[src/rtl/char_strobe_tx.sv]
// char_strobe_tx: FIFO-buffered producer end of the Apple-1 DA/RDA display handshake.
// Defining CHAR_STROBE_TX_TIMEOUT_EN adds an RDA-stuck timeout with a sticky err flag.
module char_strobe_tx #(
    parameter int DEPTH   = 16,
    parameter int DA_MIN  = 4,
    parameter int TIMEOUT = 1024
) (
    input  logic                   cp,
    input  logic                   mr,
    input  logic                   wr_en,
    input  logic [6:0]             wr_data,
    output logic                   full,
    output logic                   empty,
    output logic [$clog2(DEPTH):0] count,
    output logic                   ovf,
    output logic [6:0]             dout,
    output logic                   da,
    input  logic                   rda,
    output logic                   busy,
    output logic                   err
);
    // state     | meaning
    // ST_IDLE   | no transfer; pop when a character is queued and rda_s=1
    // ST_STROBE | da high; leave once DA_MIN is met and rda_s=0
    // ST_WAIT   | da low; wait for the terminal to raise rda_s again
    localparam logic [1:0] ST_IDLE   = 2'd0;
    localparam logic [1:0] ST_STROBE = 2'd1;
    localparam logic [1:0] ST_WAIT   = 2'd2;

    localparam int AW = $clog2(DEPTH);
    localparam int CW = AW + 1;
    localparam int SW = $clog2(TIMEOUT + 1);
    localparam logic [SW-1:0] DA_LAST = SW'(DA_MIN - 1);
`ifdef CHAR_STROBE_TX_TIMEOUT_EN
    localparam logic [SW-1:0] TO_LAST = SW'(TIMEOUT - 1);
    localparam logic [SW-1:0] CNT_SAT = TO_LAST;
`else
    localparam logic [SW-1:0] CNT_SAT = DA_LAST;
`endif

    logic [6:0]    mem_q [DEPTH];
    logic [6:0]    mem_d [DEPTH];
    logic [AW-1:0] wr_ptr_q, wr_ptr_d;
    logic [AW-1:0] rd_ptr_q, rd_ptr_d;
    logic [CW-1:0] count_q, count_d;
    logic          ovf_q, ovf_d;
    logic [6:0]    dout_q, dout_d;
    logic          da_q, da_d;
    logic [1:0]    state_q, state_d;
    logic [SW-1:0] scnt_q, scnt_d;
    logic          rda_meta_q, rda_s_q;
    logic          push, pop;
`ifdef CHAR_STROBE_TX_TIMEOUT_EN
    logic          err_q, err_d;
`endif

    assign full  = (count_q == CW'(DEPTH));
    assign empty = (count_q == '0);
    assign push  = wr_en && !full;

    always_comb begin
        state_d = state_q;
        da_d    = da_q;
        dout_d  = dout_q;
        scnt_d  = scnt_q;
        pop     = 1'b0;
`ifdef CHAR_STROBE_TX_TIMEOUT_EN
        err_d   = err_q;
`endif
        case (state_q)
            ST_IDLE: begin
                if (!empty && rda_s_q) begin
                    pop     = 1'b1;
                    dout_d  = mem_q[rd_ptr_q];
                    da_d    = 1'b1;
                    scnt_d  = '0;
                    state_d = ST_STROBE;
                end
            end
            ST_STROBE: begin
                if (scnt_q >= DA_LAST && !rda_s_q) begin
                    da_d    = 1'b0;
                    state_d = ST_WAIT;
                end
`ifdef CHAR_STROBE_TX_TIMEOUT_EN
                // terminal never took the character: drop it, rda_s is already high
                else if (scnt_q == TO_LAST && rda_s_q) begin
                    da_d    = 1'b0;
                    err_d   = 1'b1;
                    state_d = ST_IDLE;
                end
`endif
                if (scnt_q != CNT_SAT) begin
                    scnt_d = scnt_q + SW'(1);
                end
            end
            ST_WAIT: begin
                if (rda_s_q) begin
                    state_d = ST_IDLE;
                end
            end
            default: begin
                state_d = ST_IDLE;
                da_d    = 1'b0;
            end
        endcase
    end

    always_comb begin
        mem_d    = mem_q;
        wr_ptr_d = wr_ptr_q;
        rd_ptr_d = rd_ptr_q;
        count_d  = count_q;
        ovf_d    = ovf_q | (wr_en & full);
        if (push) begin
            mem_d[wr_ptr_q] = wr_data;
            wr_ptr_d        = wr_ptr_q + AW'(1);
        end
        if (pop) begin
            rd_ptr_d = rd_ptr_q + AW'(1);
        end
        case ({push, pop})
            2'b10:   count_d = count_q + CW'(1);
            2'b01:   count_d = count_q - CW'(1);
            default: count_d = count_q;
        endcase
    end

    always_ff @(posedge cp) begin
        if (mr) begin
            wr_ptr_q   <= '0;
            rd_ptr_q   <= '0;
            count_q    <= '0;
            ovf_q      <= 1'b0;
            dout_q     <= '0;
            da_q       <= 1'b0;
            state_q    <= ST_IDLE;
            scnt_q     <= '0;
            rda_meta_q <= 1'b0;
            rda_s_q    <= 1'b0;
`ifdef CHAR_STROBE_TX_TIMEOUT_EN
            err_q      <= 1'b0;
`endif
        end else begin
            wr_ptr_q   <= wr_ptr_d;
            rd_ptr_q   <= rd_ptr_d;
            count_q    <= count_d;
            ovf_q      <= ovf_d;
            dout_q     <= dout_d;
            da_q       <= da_d;
            state_q    <= state_d;
            scnt_q     <= scnt_d;
            rda_meta_q <= rda;
            rda_s_q    <= rda_meta_q;
`ifdef CHAR_STROBE_TX_TIMEOUT_EN
            err_q      <= err_d;
`endif
        end
    end

    // storage needs no reset: the pointers define which entries are live
    always_ff @(posedge cp) begin
        mem_q <= mem_d;
    end

    assign count = count_q;
    assign ovf   = ovf_q;
    assign dout  = dout_q;
    assign da    = da_q;
    assign busy  = (state_q != ST_IDLE);
`ifdef CHAR_STROBE_TX_TIMEOUT_EN
    assign err   = err_q;
`else
    assign err   = 1'b0;
`endif

endmodule

[config.mk]
export PLATFORM = sky130hd
export DESIGN_NAME = char_strobe_tx
export DESIGN_NICKNAME = d
export VERILOG_FILES = /design/src/rtl/char_strobe_tx.sv
export SDC_FILE = /design/constraint.sdc
export NUM_CORES = 1
export LEC_CHECK = 0
export CORE_AREA = 2 2 105 107
export CTS_CLUSTER_SIZE = 12
export DETAILED_ROUTE_END_ITERATION = 10
export DIE_AREA = 0 0 107 109
export PLACE_DENSITY_LB_ADDON = 0.05
export SLEW_MARGIN = 20
export SYNTH_ARGS = -nofsm -noshare
export SYNTH_HDL_FRONTEND = slang
export SYNTH_SLANG_ARGS = --single-unit
[constraint.sdc]
create_clock -name cp -period 4.4 [get_ports cp]
set_input_delay 1.1 -clock cp [delete_from_list [all_inputs] [get_ports cp]]
set_output_delay 1.1 -clock cp [all_outputs]
set_load 0.01 [all_outputs]
==> results of run 1 <==
[routing by layer]
layer | global-route usage [%] | wire, µm | up-vias
met3 | 6.575 | 694 | 20
li1 | - | - | 1670
met2 | 34.21 | 5543 | 115
met5 | 0 | 0 | -
met4 | 8.905 | 225 | 0
met1 | 30.72 | 5600 | 1755
[layout make-up]
cell class | instances | area [µm²] | share of cell area [%]
Clock inverter | 13 | 234.0 | 3.270
Tap cell | 140 | 175.2 | 2.448
Sequential cell | 149 | 4105 | 57.37
Clock buffer | 19 | 421.7 | 5.893
Multi-Input combinational cell | 248 | 1886 | 26.35
Inverter | 9 | 33.78 | 0.4721
Timing Repair Buffer | 31 | 300.3 | 4.197
[registers in the layout, summed over array words and instances (netlist names)]
signal and cells:
ovf 1, state_q 2, rda_meta_q 1, rd_ptr_q 4, count 5, da 1
mem_q 112, dout 7, scnt_q 11, wr_ptr_q 4, rda_s_q 1
[path summary, 6_finish.rpt]
path                    from  endpoint  slack [ns]
hold reg to reg   rda_meta_q   rda_s_q        0.44
setup reg to reg    count[0]  count[4]        0.89
setup / recovery    count[0]  count[4]        0.89
hold / removal    rda_meta_q   rda_s_q        0.44
[report_power, final]
group / internal [mW] / leakage [nW] / switching [mW]
sequential: 1.54 / 1.31 / 0.0241
combinational: 0.0757 / 0.741 / 0.103
clock: 1.08 / 0.317 / 0.523
[worst max-delay path: cells and delay by family, from the launching register on]
kind                     cells  cell delay [ns]
AO/OA/AOI/OAI                3             0.82
adder cells (fa/ha/maj)      2             0.74
buffers and inverters        1             0.21
flip-flops                   1             0.36
multiplexers                 2             0.55
AND/OR/NAND/NOR              1             0.72
[cells in the mapped netlist (2+ instances only)]
| cell type | instances | share of area, % |
|---|---|---|
| nand4_1 | 3 | 0.31 |
| nor2_1 | 40 | 2.5 |
| buf_1 | 3 | 0.18 |
| and3_1 | 3 | 0.31 |
| clkbuf_1 | 15 | 0.92 |
| ha_1 | 10 | 2.0 |
| mux2i_1 | 43 | 7.0 |
| nand2_1 | 9 | 0.55 |
| edfxtp_1 | 112 | 55 |
| nand2b_1 | 5 | 0.51 |
| nor2b_1 | 5 | 0.51 |
| nor3_1 | 15 | 1.2 |
| mux2_1 | 2 | 0.37 |
| o31ai_1 | 2 | 0.25 |
| inv_1 | 8 | 0.49 |
| nand3_1 | 4 | 0.33 |
| o22ai_1 | 20 | 2.0 |
| o21ai_0 | 5 | 0.41 |
| buf_6 | 2 | 0.37 |
| a21oi_2 | 2 | 0.29 |
| nand3b_1 | 4 | 0.49 |
| a21oi_1 | 21 | 1.7 |
| or3_1 | 3 | 0.31 |
| dfxtp_1 | 37 | 12 |
| buf_2 | 3 | 0.25 |
| or3b_2 | 3 | 0.43 |
| a21o_1 | 2 | 0.25 |
| xor2_1 | 7 | 1.0 |
| mux4_2 | 8 | 2.9 |
| xnor2_1 | 9 | 1.3 |
| o21ai_1 | 3 | 0.25 |
[logic make-up after synthesis]
| kind of cell | Yosys count | synth area share (%) |
|---|---|---|
| adder cells (fa/ha/maj) | 11 | 2.369 |
| AND/OR/NAND/NOR | 102 | 8.722 |
| multiplexers | 54 | 10.52 |
| other | 1 | 0.06122 |
| XOR/XNOR | 16 | 2.288 |
| AO/OA/AOI/OAI | 64 | 6.658 |
| flip-flops | 149 | 66.99 |
| buffers and inverters | 33 | 2.390 |
==> impl_metrics.json, run 1 <==
{
  "synth_edf_count": 112,
  "hold_ws_ns": 0.4375,
  "grt.total_usage_pct": 22.44,
  "areaGrowthSynthToFinish_pct": 16.81,
  "p_per_area_mw_per_mm2": 467.9,
  "final.period_utilization_pct": 79.85,
  "drc": 0,
  "final_common_cell": "edfxtp_1",
  "worstHoldPathCells": 1,
  "finClkSkew_ns": 0.004611,
  "dr.first_iter.drc_count": 293,
  "clock_latency_ns": 0.53,
  "avgSynthCellArea_um2": 14.25,
  "worst_hold_path_type": "reg2reg",
  "cts.htree.levels": 4,
  "viasPerCell": 5.846,
  "fin_cells": 609,
  "route.antenna.remaining_nets": 0,
  "num_io_pins": 29,
  "hold_violations": 0,
  "cts_resized": 0,
  "cp_data_required_time_ns": 4.82,
  "drv_slew": 0,
  "die_y_um": 109,
  "cp-end-kind": "flop",
  "num_antenna_cells": 0,
  "antenna_found_initial": 0,
  "max_freq_mhz": 284.6,
  "ir_worst_vdd_mv": 0.3558,
  "stdcell_area_mm2": 0.007156,
  "syn_nets": 452,
  "postCtsSetupBuffers": 0,
  "routedWlPerCell_um": 19.81,
  "netlist_area_mm2": 0.006126,
  "drt_wl_total_um": 12060,
  "ys_seq_area_share_pct": 66.99,
  "rsz0062_at_grt": "false",
  "r2r_cells": 9,
  "final_cell_mix": "112 x edfxtp_1, 43 x mux2i_1, 40 x nor2_1",
  "nNetsFinal": 478,
  "pre_cts_slack_ns": 0.7024,
  "finalWorstSetupSlack_ns": 0.8866,
  "finalSetupTns_ns": 0,
  "start_kind": "flop",
  "grt_max_degree": 32,
  "clock-sinks": 149,
  "initial_core_util_pct": 57.78,
  "drive_gt1_share_pct": 11.51,
  "synth_cells": 430,
  "async_flop_share_pct": 0,
  "crit_path_top_delay_cell": "or4_1",
  "cts_hold_buf": 0,
  "core-area_mm2": 0.01060,
  "row_count": 38,
  "grt_pass1_wl_um": 18650,
  "nFillCells": 746,
  "placed_cell_area_mm2": 0.006490,
  "cpPeakStageDelay_ns": 0.72,
  "vias": 3560,
  "cts-root-buf": "clkbuf_8",
  "cp_cell_sequence": "or4_1 > o211ai_4 > inv_2 > ha_1 > fa_1 > a21o_1 > a21oi_1 > mux2i_1 > mux2_2",
  "portBuffers": 27,
  "cts_tree": "yes",
  "first_pass_iters": 4,
  "critPathKind": "reg2reg",
  "fin_crit_ns": 3.513,
  "overflow": 0,
  "relSlewSlack_pct": 41.14,
  "synth-seq-cells": 149,
  "die_w_um": 107,
  "placed_cells": 577,
  "worst_pin_slew_ns": 0.8817,
  "clockBufferDepth": 2,
  "synth_flop_cell": "edfxtp_1",
  "leakagePower_nw": 2.371,
  "max_cap_violations": 0,
  "synth_cell_type_count": 53,
  "grt_pass1_vias": 3399,
  "setup_viol": 0,
  "ys_warn_count": 0,
  "post-route-util_pct": 67.49,
  "place.gp.congestion": 0.7843,
  "cts_inserted_buffers": 17,
  "dp_hpwl_um": 8065,
  "critical_path.max_fanout": 14,
  "dieArea_mm2": 0.01166,
  "worst_ep_arrival_time_ns": 3.93,
  "outcome": "completed",
  "path_clk_slew_ns": 0.06,
  "total_power_mw": 3.348
}
Note: power is estimated with default switching activity, not from simulation.
==> run 2: changes to the inputs <==
CORE_AREA = 2 2 110 112   (was 2 2 105 107)
DIE_AREA = 0 0 112 114   (was 0 0 107 109)
clock period = 2.97 ns   (was 4.4 ns; I/O delays follow)
==> run 2 against run 1 <==
  * Final area rose by 1.7%
  * Combinational power grew 69%
  * Critical path depth did not move
  * Count of clock-buffer cells in the layout is 2 lower
  * Largest cell class unchanged
  * Largest power group is now sequential cells
==> impl_metrics.json, run 2 (same netlist as run 1, synthesis figures left out) <==
{
  "outcome": "completed",
  "drive_gt1_share_pct": 17.44,
  "fin_crit_ns": 2.757,
  "die_y_um": 114,
  "final_cell_mix": "112 x edfxtp_1, 43 x mux2i_1, 40 x nor2_1",
  "p_per_area_mw_per_mm2": 637.5,
  "place.gp.congestion": 0.7942,
  "route.antenna.remaining_nets": 0,
  "grt_use_met2_pct": 31.47,
  "busiest_layer": "met2",
  "worst_pin_slew_ns": 0.6708,
  "viasPerCell": 5.498,
  "fin_cells": 640,
  "seq_area_mm2": 0.004108,
  "grtUsageMet1_pct": 26.14,
  "use_met3_pct": 5.632,
  "cts_inserted_buffers": 17,
  "dieArea_mm2": 0.01277,
  "cts-root-buf": "clkbuf_16",
  "path_clk_slew_ns": 0.06,
  "seqPwrFrac_pct": 49.7,
  "overflow": 0,
  "antenna_found_initial": 0,
  "die_w_um": 112,
  "clockBufferDepth": 2,
  "hold_violations": 0,
  "relSlewSlack_pct": 55.14,
  "dp_hpwl_um": 7895,
  "largest_reg_flops": 112,
  "worst_hold_path_type": "reg2reg",
  "grt_pass1_wl_um": 18840,
  "worst_ep_arrival_time_ns": 3.06,
  "nFillCells": 913,
  "max_freq_mhz": 362.7,
  "finalSetupTns_ns": 0,
  "power_frac_clock_pct": 43.8,
  "dr.first_iter.drc_count": 271,
  "critPathKind": "reg2reg",
  "cts_tree": "yes",
  "row_count": 40,
  "multi_input_area_mm2": 0.001884,
  "cts_hold_buf": 0,
  "grt_max_degree": 41,
  "ir_worst_vdd_mv": 0.4936,
  "regMostFlops": "mem_q",
  "leakagePower_nw": 2.461,
  "cp_cell_sequence": "or4_4 > o211ai_4 > inv_2 > ha_2 > fa_2 > a21o_1 > a21oi_1 > mux2i_1 > mux2_2",
  "p_sw_share_pct": 21.52,
  "final_common_cell": "edfxtp_1",
  "start_kind": "flop",
  "first_pass_iters": 4,
  "post-route-util_pct": 62.14,
  "cts.htree.levels": 4,
  "portBuffers": 27,
  "initial_core_util_pct": 52.31,
  "cp_data_required_time_ns": 3.28,
  "max_cap_violations": 0,
  "finClkSkew_ns": 0.006721,
  "num_io_pins": 29,
  "rsz0062_at_grt": "false",
  "hold_ws_ns": 0.4507,
  "crit_path_top_delay_cell": "or4_4",
  "grt.total_usage_pct": 19.82,
  "num_antenna_cells": 0,
  "critical_path.max_fanout": 5,
  "placed_cells": 609,
  "drv_slew": 0,
  "core-area_mm2": 0.01171,
  "crit_buf_inv": 1,
  "switchingPower_mw": 0.9984,
  "cp-end-kind": "flop",
  "areaGrowthSynthToFinish_pct": 18.79,
  "drc": 0,
  "combPwrFrac_pct": 6.5,
  "final.period_utilization_pct": 92.84,
  "routedWlPerCell_um": 18.38,
  "p_int_mw": 3.641,
  "setup_viol": 0,
  "nNetsFinal": 503,
  "vias": 3519,
  "clock-sinks": 149,
  "grt_pass1_vias": 3503,
  "cpPeakStageDelay_ns": 0.59,
  "cp_top_family": "simple AND/OR/NAND/NOR gates",
  "clock_latency_ns": 0.42,
  "drt_wl_total_um": 11760
}
-- run 2: cell types whose count changed in the layout (fill, tap and decap cells not counted), sizes merged --
cell | before | now
dlymetal6s2s | 0 | 1
clkbuf | 19 | 17
bufinv | 7 | 2
clkdlybuf4s50 | 27 | 26
buf | 4 | 29
clkinv | 6 | 8
clkinvlp | 0 | 4
-- run 2: what timing repair did --
action / 4_1_cts / 5_1_grt
resized for setup: 1 / 1
endpoints found under the hold margin: 0 / 0
buffers inserted: 0 / 0
cloned: 0 / 0
endpoints found under the setup margin: 1 / 1
-- run 2: metrics by stage --
| step | area (µm²) | worst slack [ns] | power (mW) |
|---|---|---|---|
| after floorplan | 6136 | 0.01876 | 2.506 |
| after global placement | 6706 | 0.004008 | 2.644 |
| after detailed placement | 6706 | -0.06904 | 2.652 |
| after CTS | 7274 | 0.03580 | 4.679 |
| after global routing | 7277 | 0.07393 | 4.795 |
| final | 7277 | 0.2126 | 4.639 |
-- run 2: worst paths after layout --
path	start	to	slack, ns	cells after the start
max	count[0]	count[4]	0.21	9
min	rda_meta_q	rda_s_q	0.45	1
max reg2reg	count[0]	count[4]	0.21	9
min reg2reg	rda_meta_q	rda_s_q	0.45	1
-- run 2: worst reg2reg max path, cell delays in order (launching register included) --
cell and delay (ns):
dfxtp_2 0.32, or4_4 0.59, o211ai_4 0.22, inv_2 0.05, ha_2 0.20, fa_2 0.35
a21o_1 0.17, a21oi_1 0.19, mux2i_1 0.22, mux2_2 0.34
-- run 2: layer usage --
layer,up-vias,part of all wire [%]
met5,-,0
met4,0,1.8
met3,13,4.7
met2,71,49
met1,1720,45
li1,1715,-
-- run 2: power by group through the flow --
stage,logic [mW],clock network [mW],registers [mW]
3_3_place_gp,0.296,0,2.35
6_report,0.302,2.03,2.31
5_1_grt,0.331,2.15,2.31
2_1_floorplan,0.149,0,2.36
3_5_place_dp,0.302,0,2.35
4_1_cts,0.306,2.07,2.31
-- run 2: final cells by class --
cell class | instances | area share [%]
clock buffer | 17 | 5.846
clock inverter | 14 | 1.909
inverter | 9 | 0.4642
multi-input combinational | 248 | 25.89
sequential | 149 | 56.45
tap | 147 | 2.528
timing repair buffer | 56 | 6.912
